## config.mk

```make
export PLATFORM = sky130hd
export DESIGN_NAME = sram_mem_controller
export DESIGN_NICKNAME = d
export VERILOG_FILES = /design/src/rtl/sram_mem_controller.sv
export SDC_FILE = /design/constraint.sdc
export NUM_CORES = 1
export LEC_CHECK = 0
export ABC_AREA = 1
export CAP_MARGIN = 40
export CORE_ASPECT_RATIO = 0.5
export CORE_UTILIZATION = 49
export CTS_BUF_LIST = sky130_fd_sc_hd__clkbuf_2
export CTS_CLUSTER_SIZE = 24
export DETAILED_ROUTE_END_ITERATION = 8
export PLACE_DENSITY = 0.95
export SYNTH_ARGS = -nofsm -noshare
export SYNTH_HDL_FRONTEND = slang
export SYNTH_SLANG_ARGS = --single-unit
```

## constraint.sdc

```tcl
create_clock -name clk -period 6.9 [get_ports clk]
set_input_delay 2.07 -clock clk [delete_from_list [all_inputs] [get_ports clk]]
set_output_delay 2.07 -clock clk [all_outputs]
set_load 0.02 [all_outputs]
```

## src/rtl/sram_mem_controller.sv

```systemverilog
// Memory-stage controller: splits one 32-bit load/store into two 16-bit phases
// on an asynchronous SRAM and stalls the pipeline through ready until it completes.
module sram_mem_controller #(
    parameter logic [31:0] BASE_ADDR    = 32'd1024,
    parameter int          PHASE_CYCLES = 2
) (
    input  logic        clk,
    input  logic        rst,
    input  logic        rd_en,
    input  logic        wr_en,
    input  logic [31:0] address,
    input  logic [31:0] write_data,
    output logic [31:0] read_data,
    output logic        ready,
    output logic [17:0] sram_addr,
    output logic        sram_we_n,
    output logic [15:0] sram_dq_out,
    output logic        sram_dq_oe,
    input  logic [15:0] sram_dq_in
);

    typedef enum logic [2:0] {
        IDLE,
        WR_LO,
        WR_HI,
        RD_LO,
        RD_HI,
        DONE
    } state_t;

    localparam logic [3:0] LAST_CNT = 4'(PHASE_CYCLES - 1);

    state_t      state_q, state_d;
    logic [3:0]  cnt_q, cnt_d;
    logic [15:0] wdata_hi_q, wdata_hi_d;
    logic [31:0] read_data_q, read_data_d;
    logic [17:0] sram_addr_q, sram_addr_d;
    logic [15:0] dq_out_q, dq_out_d;

    logic [31:0] off;
    logic [16:0] req_word;
    logic        phase_last;
    logic        unused_off_bits;

    assign off             = address - BASE_ADDR;
    assign req_word        = off[18:2];
    assign unused_off_bits = ^{off[31:19], off[1:0]};
    assign phase_last      = (cnt_q == LAST_CNT);

    // The high-half address reuses the word index already on the pins from the low phase.
    always_comb begin
        state_d     = state_q;
        cnt_d       = cnt_q;
        wdata_hi_d  = wdata_hi_q;
        read_data_d = read_data_q;
        sram_addr_d = sram_addr_q;
        dq_out_d    = dq_out_q;

        case (state_q)
            IDLE: begin
                cnt_d = 4'd0;
                if (wr_en) begin
                    state_d     = WR_LO;
                    wdata_hi_d  = write_data[31:16];
                    sram_addr_d = {req_word, 1'b0};
                    dq_out_d    = write_data[15:0];
                end else if (rd_en) begin
                    state_d     = RD_LO;
                    sram_addr_d = {req_word, 1'b0};
                end
            end
            WR_LO: begin
                if (phase_last) begin
                    state_d     = WR_HI;
                    cnt_d       = 4'd0;
                    sram_addr_d = {sram_addr_q[17:1], 1'b1};
                    dq_out_d    = wdata_hi_q;
                end else begin
                    cnt_d = cnt_q + 4'd1;
                end
            end
            WR_HI: begin
                if (phase_last) begin
                    state_d = DONE;
                    cnt_d   = 4'd0;
                end else begin
                    cnt_d = cnt_q + 4'd1;
                end
            end
            RD_LO: begin
                if (phase_last) begin
                    state_d           = RD_HI;
                    cnt_d             = 4'd0;
                    sram_addr_d       = {sram_addr_q[17:1], 1'b1};
                    read_data_d[15:0] = sram_dq_in;
                end else begin
                    cnt_d = cnt_q + 4'd1;
                end
            end
            RD_HI: begin
                if (phase_last) begin
                    state_d            = DONE;
                    cnt_d              = 4'd0;
                    read_data_d[31:16] = sram_dq_in;
                end else begin
                    cnt_d = cnt_q + 4'd1;
                end
            end
            DONE: begin
                state_d = IDLE;
                cnt_d   = 4'd0;
            end
            default: begin
                state_d = IDLE;
                cnt_d   = 4'd0;
            end
        endcase
    end

    always_ff @(posedge clk or posedge rst) begin
        if (rst) begin
            state_q     <= IDLE;
            cnt_q       <= 4'd0;
            wdata_hi_q  <= 16'd0;
            read_data_q <= 32'd0;
            sram_addr_q <= 18'd0;
            dq_out_q    <= 16'd0;
        end else begin
            state_q     <= state_d;
            cnt_q       <= cnt_d;
            wdata_hi_q  <= wdata_hi_d;
            read_data_q <= read_data_d;
            sram_addr_q <= sram_addr_d;
            dq_out_q    <= dq_out_d;
        end
    end

    // Strobes decode straight from the state register so reset releases the pads at once.
    assign sram_we_n   = !((state_q == WR_LO) || (state_q == WR_HI));
    assign sram_dq_oe  = (state_q == WR_LO) || (state_q == WR_HI);
    assign sram_dq_out = dq_out_q;
    assign sram_addr   = sram_addr_q;
    assign read_data   = read_data_q;
    assign ready       = (state_q == DONE) || ((state_q == IDLE) && !(rd_en || wr_en));

endmodule

```

==> results by group <==
Synthesis
  – Syn_nets: 554
  – Synth cell count leaders: 154 x nand2_1, 89 x dfrtp_1, 46 x inv_1, 35 x nand3_1, 35 x o21ai_1
  – Post-synth cell types: 29
  – Post-Syn Area: 4070 um^2
  – Most common cell in the netlist: nand2_1
  – Fraction of registers with async set/reset: 1.000
  – EDFF count, synth: 0
  – Top post-synthesis cells by area: dfrtp_1 55%, nand2_1 14%, nand3_1 4.3%
  – Sequential fraction of the synthesis area: 0.5472
  – Yosys top cell by area: dfrtp_1
  – Avg Inst Size Synth: 8.716 um^2
  – Synthesized flop and latch total: a little under 90
  – Number of synthesis warnings: 0
  – Post-synthesis instance total: 467
  – Share of the synthesized area in the top cell type: 0.5472
  – Primary FF master, synth: dfrtp_1

Worst setup path
  – Required time worst endpoint: 4830 ps
  – Crit-path max FO: 6
  – Worst reg2reg startpoint: cnt_q[1]$_DFF_PP0_
  – CP Class: in -> out
  – Reg2reg path depth: 6
  – Reg2Reg Capture Point: read_data[28]$_DFFE_PP0P_
  – WP data arrival: ~3800 ps
  – Setup slack, reg-to-reg: 5040 ps
  – CP endpoint kind: output pin
  – CP Launch Type: input pin

Finish
  – Share of cells above drive strength 1: 0.06656
  – P&R area growth vs syn: 36.83%
  – Multi-input gate area: 1470 um^2
  – Design area: 5569 um^2
  – Register area: 2227 um^2
  – Number of fill cells: roughly 600
  – Final layout net count: between 600 and 700
  – # diodes: 0

Clock network
  – Total CTS buffers: 9
  – Clk_lat worst skew: 560 ps
  – Max H-tree Level: 3
  – CTS Sinks: 89
  – Clk root buf: clkbuf_2
  – Resize count post-CTS: 0
  – Clk pin slew, worst setup/hold paths: 230 ps
  – # hold bufs at CTS: 0
  – CTS tree: yes
  – Clock buffer depth: 2
  – Setup Fix Bufs, Post-CTS: 0

Routing
  – Drt drc: 0
  – Wire length per cell: 13.53 um
  – First-pass detailed-route iteration total: 4
  – Vias: 3,428
  – Final antenna-violating net count: 0
  – Vias per cell: 4.808
  – Drt first-iter violations: 236
  – WL final: 9650 um

STA
  – Min Tclk post-route: 5869 ps
  – Worst Skew: 17.20 ps
  – Rel. slew slack: 0.5536
  – Final hold vios: 0
  – TNS Setup: 0 ps
  – Worst slew pin tran: 668.8 ps
  – Max Transition Viols Final: 0
  – Fin worst setup slack: roughly 1000 ps
  – Maximum clock rate: about 170 MHz
  – Final period utilization: 0.8506
  – RSZ-0062 raised after global routing: no
  – Worst hold margin: 504.0 ps
  – Setup violations, final: 0

Job
  – Max cap viols: 0

Place
  – Worst slack, placed: between 1000 and 1500 ps
  – DP HPWL: 6795 um
  – IO buf count: 137
  – Routability congestion estimate: 0.8431
  – Placement Cell Area: about 5400 um^2

Power
  – Pwr Total: roughly 0.0026 W
  – Peak supply drop: around 210 uV
  – P per Cell Area: roughly 470 nW/um^2
  – Leak: 2.760 nW

Die
  – IO Pins: 153
  – Die Span Y: between 60 and 70 um
  – Core area: 8029 um^2
  – DIE AREA: a little under 9000 um^2
  – Site row count: 23
  – Die W: 130.9 um
  – Initial Util: 0.5069

Global route
  – Gr usage total: 0.2324
  – Gr busiest metal: met2
  – Global-route wire length before repair: approximately 15,000 um
  – Pin count of the biggest net entering global routing: 52
  – GR Util met2: 0.3843
  – Grt ovf: 0
  – Vias in the first global route: 3,184
  – Met1 usage: 0.2762
  – Antenna violations before repair: 0
  – Met3 Usage GRT: 0.07039

Outcome
  – Outcome: finished, final reports clean

Worst hold path
  – Hold path cells: 2
  – Worst min-delay path category: reg -> reg
  – WHS Endpoint: sram_addr[3]$_DFFE_PP0P_
  – Hold_sp: sram_addr[3]$_DFFE_PP0P_
==> through the flow <==
| stage | utilization | cells |
|---|---|---|
| after floorplan | - | 467 |
| after global placement | 0.6746 | 698 |
| after detailed placement | 0.6746 | 698 |
| after CTS | 0.6936 | 713 |
| after global routing | 0.6936 | 713 |
| final | 0.6936 | 713 |
==> placed cells by master, fill, tap and decap left out, types with 9 or more instances in the layout <==
master             n
clkdlybuf4s50_1  137
inv_1             45
nand2_1          154
o21ai_0           16
dfrtp_1           89
nand3_1           35
o21ai_1           35
clkbuf_2           9
a21oi_1           16
nor2_1            25
==> power by group <==
group / internal [W] / switching (W) / total [W]
Combinational: 0.000587 / 0.000777 / 0.00136
Sequential: 0.000770 / 0.000146 / 0.000915
Clock: 0.000153 / 0.000177 / 0.000330
==> how the worst max path moves through the flow <==
stage	startpoint	endpoint	slack [ps]	cells after the start
after floorplan	wr_en	ready	2300	3
after global placement	wr_en	ready	1060	5
after detailed placement	wr_en	ready	1020	5
after CTS	wr_en	ready	1020	5
after global routing	wr_en	ready	930	5
final	wr_en	ready	1030	5
==> area by class of cell <==
class                      instances  share of cell area
timing repair buffer             138              0.2476
inverter                          51             0.03595
clock inverter                     6             0.01932
sequential                        89              0.3999
clock buffer                       9            0.008088
tap                              112             0.02516
multi-input combinational        308              0.2640
==> state kept, by name, summed over array words and instances, names as in the netlist <==
signal and flops:
cnt_q 4, read_data 32, sram_addr 18, sram_dq_out 16, state_q 3, wdata_hi_q 16
==> metal layers <==
metal,share of wire,vias to the layer above
li1,-,1724
met1,0.41,1567
met2,0.50,109
met3,0.054,28
met4,0.033,0
met5,0,-
==> cell families after synthesis <==
group                      Yosys count  share of synthesized area
adders and majority gates            3                   0.009223
xor gates and xnor gates             3                   0.006457
buffers and inverters               70                    0.09161
and+or+nand+nor                    231                     0.2548
AOI/OAI and AO/OA                   71                    0.09069
DFF                                 89                     0.5472
==> critical path: stages <==
cell and delay, ps:
clkdlybuf4s50_1 580, nor2_2 250, nand2_1 160, o31ai_1 100
clkdlybuf4s50_1 640
No activity file was read; power rests on OpenSTA's default activity.
